===== src/rtl/mem_ctrl_pkg.sv =====
// Shared definitions for the byte-wide memory controller: access size codes,
// FSM state encodings and the size-to-byte-count helper.
package mem_ctrl_pkg;

    localparam logic [1:0] SIZE_B = 2'd0;
    localparam logic [1:0] SIZE_H = 2'd1;
    localparam logic [1:0] SIZE_W = 2'd2;

    typedef logic [1:0] state_t;

    localparam state_t ST_IDLE = 2'd0;
    localparam state_t ST_RD   = 2'd1;
    localparam state_t ST_WR   = 2'd2;
    localparam state_t ST_DONE = 2'd3;

    // Size code 3 is treated as a word access.
    function automatic logic [2:0] size_bytes(input logic [1:0] size);
        case (size)
            SIZE_B:  return 3'd1;
            SIZE_H:  return 3'd2;
            default: return 3'd4;
        endcase
    endfunction

endpackage


===== src/rtl/mem_byte_lane.sv =====
// Byte lane for the memory controller: picks the store byte for the current
// count and merges returning load bytes into a 32-bit assembly register.
module mem_byte_lane (
    input  logic        clk,
    input  logic        rst,
    input  logic        i_clear,
    input  logic        i_capture,
    input  logic [1:0]  i_cap_idx,
    input  logic [7:0]  i_din,
    input  logic [31:0] i_wdata,
    input  logic [1:0]  i_wr_idx,
    output logic [7:0]  o_wbyte,
    output logic [31:0] o_asm
);

    logic [31:0] r_asm;

    // Cleared on accept so bytes at or above the access size read back as zero.
    always_ff @(posedge clk) begin
        if (rst) begin
            r_asm <= 32'd0;
        end else if (i_clear) begin
            r_asm <= 32'd0;
        end else if (i_capture) begin
            r_asm[{i_cap_idx, 3'b000} +: 8] <= i_din;
        end
    end

    assign o_wbyte = i_wdata[{i_wr_idx, 3'b000} +: 8];
    assign o_asm   = r_asm;

endmodule


===== src/rtl/mem_ctrl.sv =====
// Arbitrates the single byte-wide RAM port between instruction fetch and the
// MEM stage, sequencing 1/2/4-byte MEM accesses little-endian.
module mem_ctrl
    import mem_ctrl_pkg::*;
(
    input  logic        clk,
    input  logic        rst,
    input  logic [31:0] if_addr_i,
    output logic [7:0]  if_byte_o,
    output logic        if_stall_o,
    input  logic        mem_req_i,
    input  logic        mem_we_i,
    input  logic [1:0]  mem_size_i,
    input  logic [31:0] mem_addr_i,
    input  logic [31:0] mem_wdata_i,
    output logic        mem_busy_o,
    output logic        mem_done_o,
    output logic [31:0] mem_rdata_o,
    output logic [31:0] ram_addr_o,
    output logic        ram_wr_o,
    output logic [7:0]  ram_dout_o,
    input  logic [7:0]  ram_din_i,
    output logic [1:0]  dbg_state_o
);

    state_t      r_state;
    logic [2:0]  r_count;
    logic [31:0] r_base;
    logic [31:0] r_wdata;
    logic [1:0]  r_size;

    logic        w_accept;
    logic        w_capture;
    logic        w_mem_owns;
    logic [2:0]  w_nbytes;
    logic [1:0]  w_cap_idx;
    logic [31:0] w_addr;
    logic [7:0]  w_wbyte;
    logic [31:0] w_asm;

    assign w_nbytes   = size_bytes(r_size);
    assign w_accept   = (r_state == ST_IDLE) && mem_req_i;
    assign w_capture  = (r_state == ST_RD) && (r_count != 3'd0);
    assign w_cap_idx  = r_count[1:0] - 2'd1;
    assign w_addr     = r_base + {29'd0, r_count};
    assign w_mem_owns = (r_state == ST_RD) || (r_state == ST_WR);

    always_ff @(posedge clk) begin
        if (rst) begin
            r_state <= ST_IDLE;
            r_count <= 3'd0;
        end else begin
            case (r_state)
                ST_IDLE: begin
                    if (mem_req_i) begin
                        r_count <= 3'd0;
                        r_state <= mem_we_i ? ST_WR : ST_RD;
                    end
                end
                // A load runs one extra count so the last byte can land.
                ST_RD: begin
                    if (r_count == w_nbytes) begin
                        r_state <= ST_DONE;
                    end else begin
                        r_count <= r_count + 3'd1;
                    end
                end
                ST_WR: begin
                    if (r_count == w_nbytes - 3'd1) begin
                        r_state <= ST_DONE;
                    end else begin
                        r_count <= r_count + 3'd1;
                    end
                end
                default: begin
                    r_state <= ST_IDLE;
                end
            endcase
        end
    end

    always_ff @(posedge clk) begin
        if (w_accept) begin
            r_base  <= mem_addr_i;
            r_size  <= mem_size_i;
            r_wdata <= mem_wdata_i;
        end
    end

    mem_byte_lane u_lane (
        .clk       (clk),
        .rst       (rst),
        .i_clear   (w_accept),
        .i_capture (w_capture),
        .i_cap_idx (w_cap_idx),
        .i_din     (ram_din_i),
        .i_wdata   (r_wdata),
        .i_wr_idx  (r_count[1:0]),
        .o_wbyte   (w_wbyte),
        .o_asm     (w_asm)
    );

    // The write strobe is gated by reset so an interrupted store stops at once.
    assign ram_addr_o  = w_mem_owns ? w_addr : if_addr_i;
    assign ram_wr_o    = (r_state == ST_WR) && !rst;
    assign ram_dout_o  = w_wbyte;
    assign if_byte_o   = ram_din_i;
    assign if_stall_o  = mem_req_i || (r_state != ST_IDLE);
    assign mem_busy_o  = (r_state != ST_IDLE);
    assign mem_done_o  = (r_state == ST_DONE);
    assign mem_rdata_o = w_asm;
    assign dbg_state_o = r_state;

endmodule


===== config.mk =====
export PLATFORM = sky130hd
export DESIGN_NAME = mem_ctrl
export DESIGN_NICKNAME = d
export VERILOG_FILES = /design/src/rtl/mem_ctrl_pkg.sv /design/src/rtl/mem_byte_lane.sv /design/src/rtl/mem_ctrl.sv
export SDC_FILE = /design/constraint.sdc
export NUM_CORES = 1
export LEC_CHECK = 0
export CAP_MARGIN = 30
export CORE_MARGIN = 5
export CORE_UTILIZATION = 45
export CTS_CLUSTER_DIAMETER = 60
export CTS_CLUSTER_SIZE = 30
export DETAILED_ROUTE_END_ITERATION = 8
export MAX_ROUTING_LAYER = met4
export PLACE_DENSITY = 0.91
export RECOVER_POWER = 50
export SLEW_MARGIN = 20
export SYNTH_ARGS = -nofsm -noshare
export SYNTH_HDL_FRONTEND = slang
export SYNTH_SLANG_ARGS = --single-unit
export TNS_END_PERCENT = 20

===== constraint.sdc =====
create_clock -name clk -period 5.79 [get_ports clk]
set_input_delay 0.8685 -clock clk [delete_from_list [all_inputs] [get_ports clk]]
set_output_delay 0.8685 -clock clk [all_outputs]
set_load 0.005 [all_outputs]

Yosys cells after proc, flatten, opt, wreduce, memory -nomap -nowiden
Index checks and enable logic that the tools add are counted.
Widths: inputs -> output; s select.
{"block": "word_totals", "inputBits": 110, "ff_bits": 103, "word_cells": 51, "out_inout_bits": 86}
{"block": "classes", "n_reduce_logical": 14, "n_mux": 12, "n_eq_ne": 11, "shift": 3, "n_addsub": 5}
{"op": "$add 32x3->32", "count": 1}
{"op": "$bwmux 32", "count": 1}
{"op": "$mux 32", "count": 1}
{"op": "$shift 8x7->32 const A", "count": 1}
{"op": "$shiftx 32x6->8", "count": 1}
{"op": "$shiftx 8x7->32", "count": 1}
{"op": "$mux 3", "count": 3}
{"op": "$pmux 3 s3", "count": 1}
{"op": "$mux 2", "count": 4}
{"op": "$neg 5->7", "count": 1}
{"op": "$eq 3x3->1", "count": 2}
{"op": "$ne 2x2->1 const B", "count": 3}
{"op": "$pmux 2 s3", "count": 1}
{"op": "$pmux 3 s2", "count": 1}
{"op": "$reduce_bool 3->1", "count": 2}
{"op": "$eq 2x1->1 const B", "count": 2}
{"op": "$eq 2x2->1 const B", "count": 2}
{"op": "$logic_not 2->1", "count": 2}
{"op": "$ne 2x1->1 const B", "count": 2}
{"op": "$reduce_and 4->1", "count": 1}
{"op": "$add 3x1->3 const B", "count": 1}
{"op": "$logic_and 1x1->1", "count": 3}
{"op": "$reduce_and 3->1", "count": 1}
{"op": "$sub 3x1->3 const B", "count": 1}
{"op": "other kinds (5)", "count": 6}

Depth between registers and ports, before layout
{"block": "logic_depth", "ltp_word": 6, "depth_mapped": 8, "ltp_nobuf": 7}

By module
Synthesis repeated with hierarchy kept, for this count alone.
{"block": "unflattened", "cells_unflattened": 461, "hier_area_um2": 5190.0}
{"module": "mem_ctrl", "cells_per_inst": 307, "n_inst": 1, "area_per_inst_um2": 3639.7, "seq_area_each_um2": 2082.0}
{"module": "mem_byte_lane", "cells_per_inst": 154, "n_inst": 1, "area_per_inst_um2": 1550.2, "seq_area_each_um2": 640.6}

Worst setup path before layout
OpenSTA, ideal clock, no wires.
{"block": "synth_path", "kind": "input to register", "startpoint": "in mem_req_i", "endpoint": "reg u_lane.r_asm[24], in the netlist u_lane.o_asm[24]", "required_time_ps": 5662, "setup_time_ps": 128, "path_slack_ps": 2426, "cell_stages": 5, "n_path_buf": 2, "arrival_ps": 3236, "path_cell_list": "and2_1 or2_2 clkbuf_1 clkbuf_1 nor2_1"}
{"block": "synth_via", "elab_chain_cells": 2}
{"element": "start: declaration", "line": "mem_ctrl.sv:11", "source": "input logic mem_req_i,"}
{"element": "$logic_and 1x1->1", "line": "mem_ctrl.sv:42", "source": "assign w_accept = (r_state == ST_IDLE) && mem_req_i;"}
{"element": "$reduce_or 2->1 (no line)"}
{"element": "end signal: indexed assignment", "line": "mem_byte_lane.sv:25", "source": "r_asm[{i_cap_idx, 3'b000} +: 8] <= i_din;"}
{"element": "end: declaration", "line": "mem_byte_lane.sv:16", "source": "logic [31:0] r_asm;"}
No other way between the ends.
A chain may end at the register's enable or synchronous reset.

Final worst setup path
{"block": "layout_path", "startpoint": "reg r_count[0]", "endpoint": "out ram_addr_o[28]"}
{"block": "layout_via", "elab_chain_cells": 2}
{"element": "start: declaration", "line": "mem_ctrl.sv:27", "source": "logic [2:0] r_count;"}
{"element": "start signal: assignment", "line": "mem_ctrl.sv:65", "source": "r_count <= r_count + 3'd1;"}
{"element": "start signal: assignment", "line": "mem_ctrl.sv:72", "source": "r_count <= r_count + 3'd1;"}
{"element": "$add 32x3->32", "line": "mem_ctrl.sv:45", "source": "assign w_addr = r_base + {29'd0, r_count};"}
{"element": "$mux 32", "line": "mem_ctrl.sv:104", "source": "assign ram_addr_o = w_mem_owns ? w_addr : if_addr_i;"}
{"element": "end: declaration", "line": "mem_ctrl.sv:19", "source": "output logic [31:0] ram_addr_o,"}
No other way between the ends.

==> impl_metrics.json <==
{
  "die_w_um": 116,
  "num_io_pins": 196,
  "synth-edff-count": 66,
  "area_growth_pct": 45.6,
  "synth.area.top_cells": "edfxtp_1 (39%), dfxtp_1 (15%), a21oi_1 (5.5%)",
  "tightestPinTransition_ns": 1.84,
  "seqCellArea_um2": 2720,
  "p_leak_uw": 0.00267,
  "hp-class": "reg2reg",
  "hold_buffers": 0,
  "viasPerCell": 5.49,
  "critPathKind": "reg2out",
  "cp_max_fo": 23,
  "multi_input_area_um2": 2150,
  "cts_max_level": 3,
  "path_clk_slew_ns": 0.08,
  "startpoint_type": "flop",
  "post_cts_resized": 0,
  "numCtsBuffers": 9,
  "post-route-period-util": 0.737,
  "setup-tns-final_ns": 0,
  "yosys.area.top_type": "edfxtp_1",
  "ant_nets": 0,
  "seq_area_frac_synth": 0.534,
  "synth_top_flop_cell": "edfxtp_1",
  "relSlewSlack": -0.226,
  "wl_met2_mm": 7.91,
  "highest_layer": "met4",
  "maxCapViolCount": 1,
  "ys_seq_elements": 103,
  "grt_max_degree": 64,
  "fillers": 782,
  "clk_path_buf_depth": 2,
  "grt_pass1_wl_mm": 23.0,
  "max_clock_freq_mhz": 234,
  "nNetsFinal": 764,
  "syn_area_um2": 5090,
  "critPathCaptureType": "output port",
  "power.total_uw": 2670,
  "clkLatencyLatePin_ns": 0.35,
  "core_area_um2": 11000,
  "hold_viol": 0,
  "grt_usage": 0.226,
  "vias": 4330,
  "crit_required_ns": 4.92,
  "rsz0062_at_grt": "false",
  "antenna_found_initial": 2,
  "wl_met1_mm": 5.64,
  "drv_slew": 29,
  "wl_mm": 14.9,
  "io_buffers": 195,
  "die_h_um": 116,
  "p_per_area_nw_per_um2": 360,
  "root_buffer": "clkbuf_16",
  "synth.top_cell.area_share": 0.389,
  "first_iter_violations": 229,
  "drc": 0,
  "die_area_um2": 13600,
  "hpwl_mm": 11.3,
  "async_flop_share": 0,
  "postSynthAreaPerCell_um2": 11.1,
  "num_rows": 38,
  "cp.arrival_ns": 3.40,
  "start_util": 0.464,
  "cts_tree": "yes",
  "outcome": "complete, but fails checks",
  "layout-drive-gt1-share": 0.0761,
  "ys_types": 52,
  "setup_violations": 0,
  "failed_checks": "max-capacitance violations, max-slew violations",
  "yosysMostFrequentCell": "edfxtp_1",
  "grt_pass1_vias": 4552,
  "first_pass_iters": 5,
  "finClkSkew_ns": 0.0109,
  "clock-sinks": 103,
  "avgRoutedWirePerCell_um": 18.9,
  "place_congestion": 0.834,
  "syn_inst": 459,
  "synth_common_cells": "edfxtp_1 (66), a21oi_1 (56), nand2_1 (38), nor2_1 (38), dfxtp_1 (37)",
  "fin_crit_ns": 4.27,
  "postCtsSetupBuffers": 0,
  "synth_warnings": 0,
  "ir_worst_vdd_mv": 0.254,
  "overflow": 0,
  "synth_nets": 584,
  "routed-wl-met3_um": 865
}
[worst paths after layout]
path	end	slack, ns	cells after the start	from
hold reg to reg	u_lane.o_asm[11]	0.45	2	u_lane.o_asm[11]
setup reg to reg	r_base[2]	2.69	4	dbg_state_o[0]
setup / recovery	ram_addr_o[28]	1.52	9	r_count[0]
hold / removal	u_lane.o_asm[11]	0.45	2	u_lane.o_asm[11]
[layout make-up]
class | instances | share of cell area
sequential | 103 | 0.367
multi-input combinational | 312 | 0.290
timing repair buffer | 201 | 0.270
clock buffer | 9 | 0.0304
tap | 140 | 0.0236
clock inverter | 7 | 0.0116
inverter | 12 | 0.00607
antenna | 4 | 0.00135
[report_power, final]
group / switching, uW / internal, uW
Clock: 307 / 311
Combinational: 523 / 559
Sequential: 58.6 / 909
Total: 889 / 1780
[through the flow]
stage	cells	hold slack, ns	cell area (um2)	setup slack, ns	utilization
2_1_floorplan	459	0.448	5090	2.43	-
3_3_place_gp	766	0.439	7080	1.97	0.644
3_5_place_dp	767	0.446	7080	1.87	0.645
4_1_cts	783	0.455	7390	1.49	0.673
5_1_grt	786	0.481	7410	1.32	0.675
6_report	788	0.452	7420	1.52	0.675
[per-layer routing]
metal	up-vias	global-route usage
li1	2036	-
met2	188	0.390
met4	0	0.0920
met5	-	-
met3	36	0.0352
met1	2070	0.265
[worst max-delay path, stage by stage, from the launching register on]
cell and delay (ns):
dfxtp_1 0.30, buf_4 0.22, ha_1 0.28, fa_1 0.43
a21oi_2 0.58, nand4b_1 0.29, nor4_4 0.06, xnor2_1 0.15
a21oi_1 0.19, clkdlybuf4s50_1 0.56
[cells in the final DEF (no fill, tap or decap), drive strengths merged, types with 7 or more instances in the layout]
cell           Yosys  final
dlygate4sd3        0    102
nor2              38     38
inv               12     15
clkbuf            16      9
clkdlybuf4s50      0     93
mux4               8      8
a22oi              8      8
xnor2             27     27
nand4              7      7
nand3             32     32
a21oi             57     57
nor4              13     13
dfxtp             37     37
nand2             38     38
ha                14     14
edfxtp            66     66
[sequential cells by signal (all words and copies together) (netlist names)]
signal and count:
r_size 2, u_lane.o_asm 32, r_wdata 32, dbg_state_o 2
r_count 3, r_base 32
[cells by family (layout without fill, tap and decap cells)]
| kind of cell | after synthesis | in the layout | share of synthesized area |
|---|---|---|---|
| and+or+nand+nor | 171 | 171 | 0.187 |
| other | 0 | 4 | 0 |
| buffers and inverters | 44 | 229 | 0.0442 |
| xor gates and xnor gates | 30 | 30 | 0.0545 |
| AOI/OAI and AO/OA | 84 | 84 | 0.0975 |
| DFF | 103 | 103 | 0.534 |
| muxes | 12 | 12 | 0.0440 |
| adders and majority gates | 15 | 15 | 0.0383 |
No activity file was read; power rests on OpenSTA's default activity.
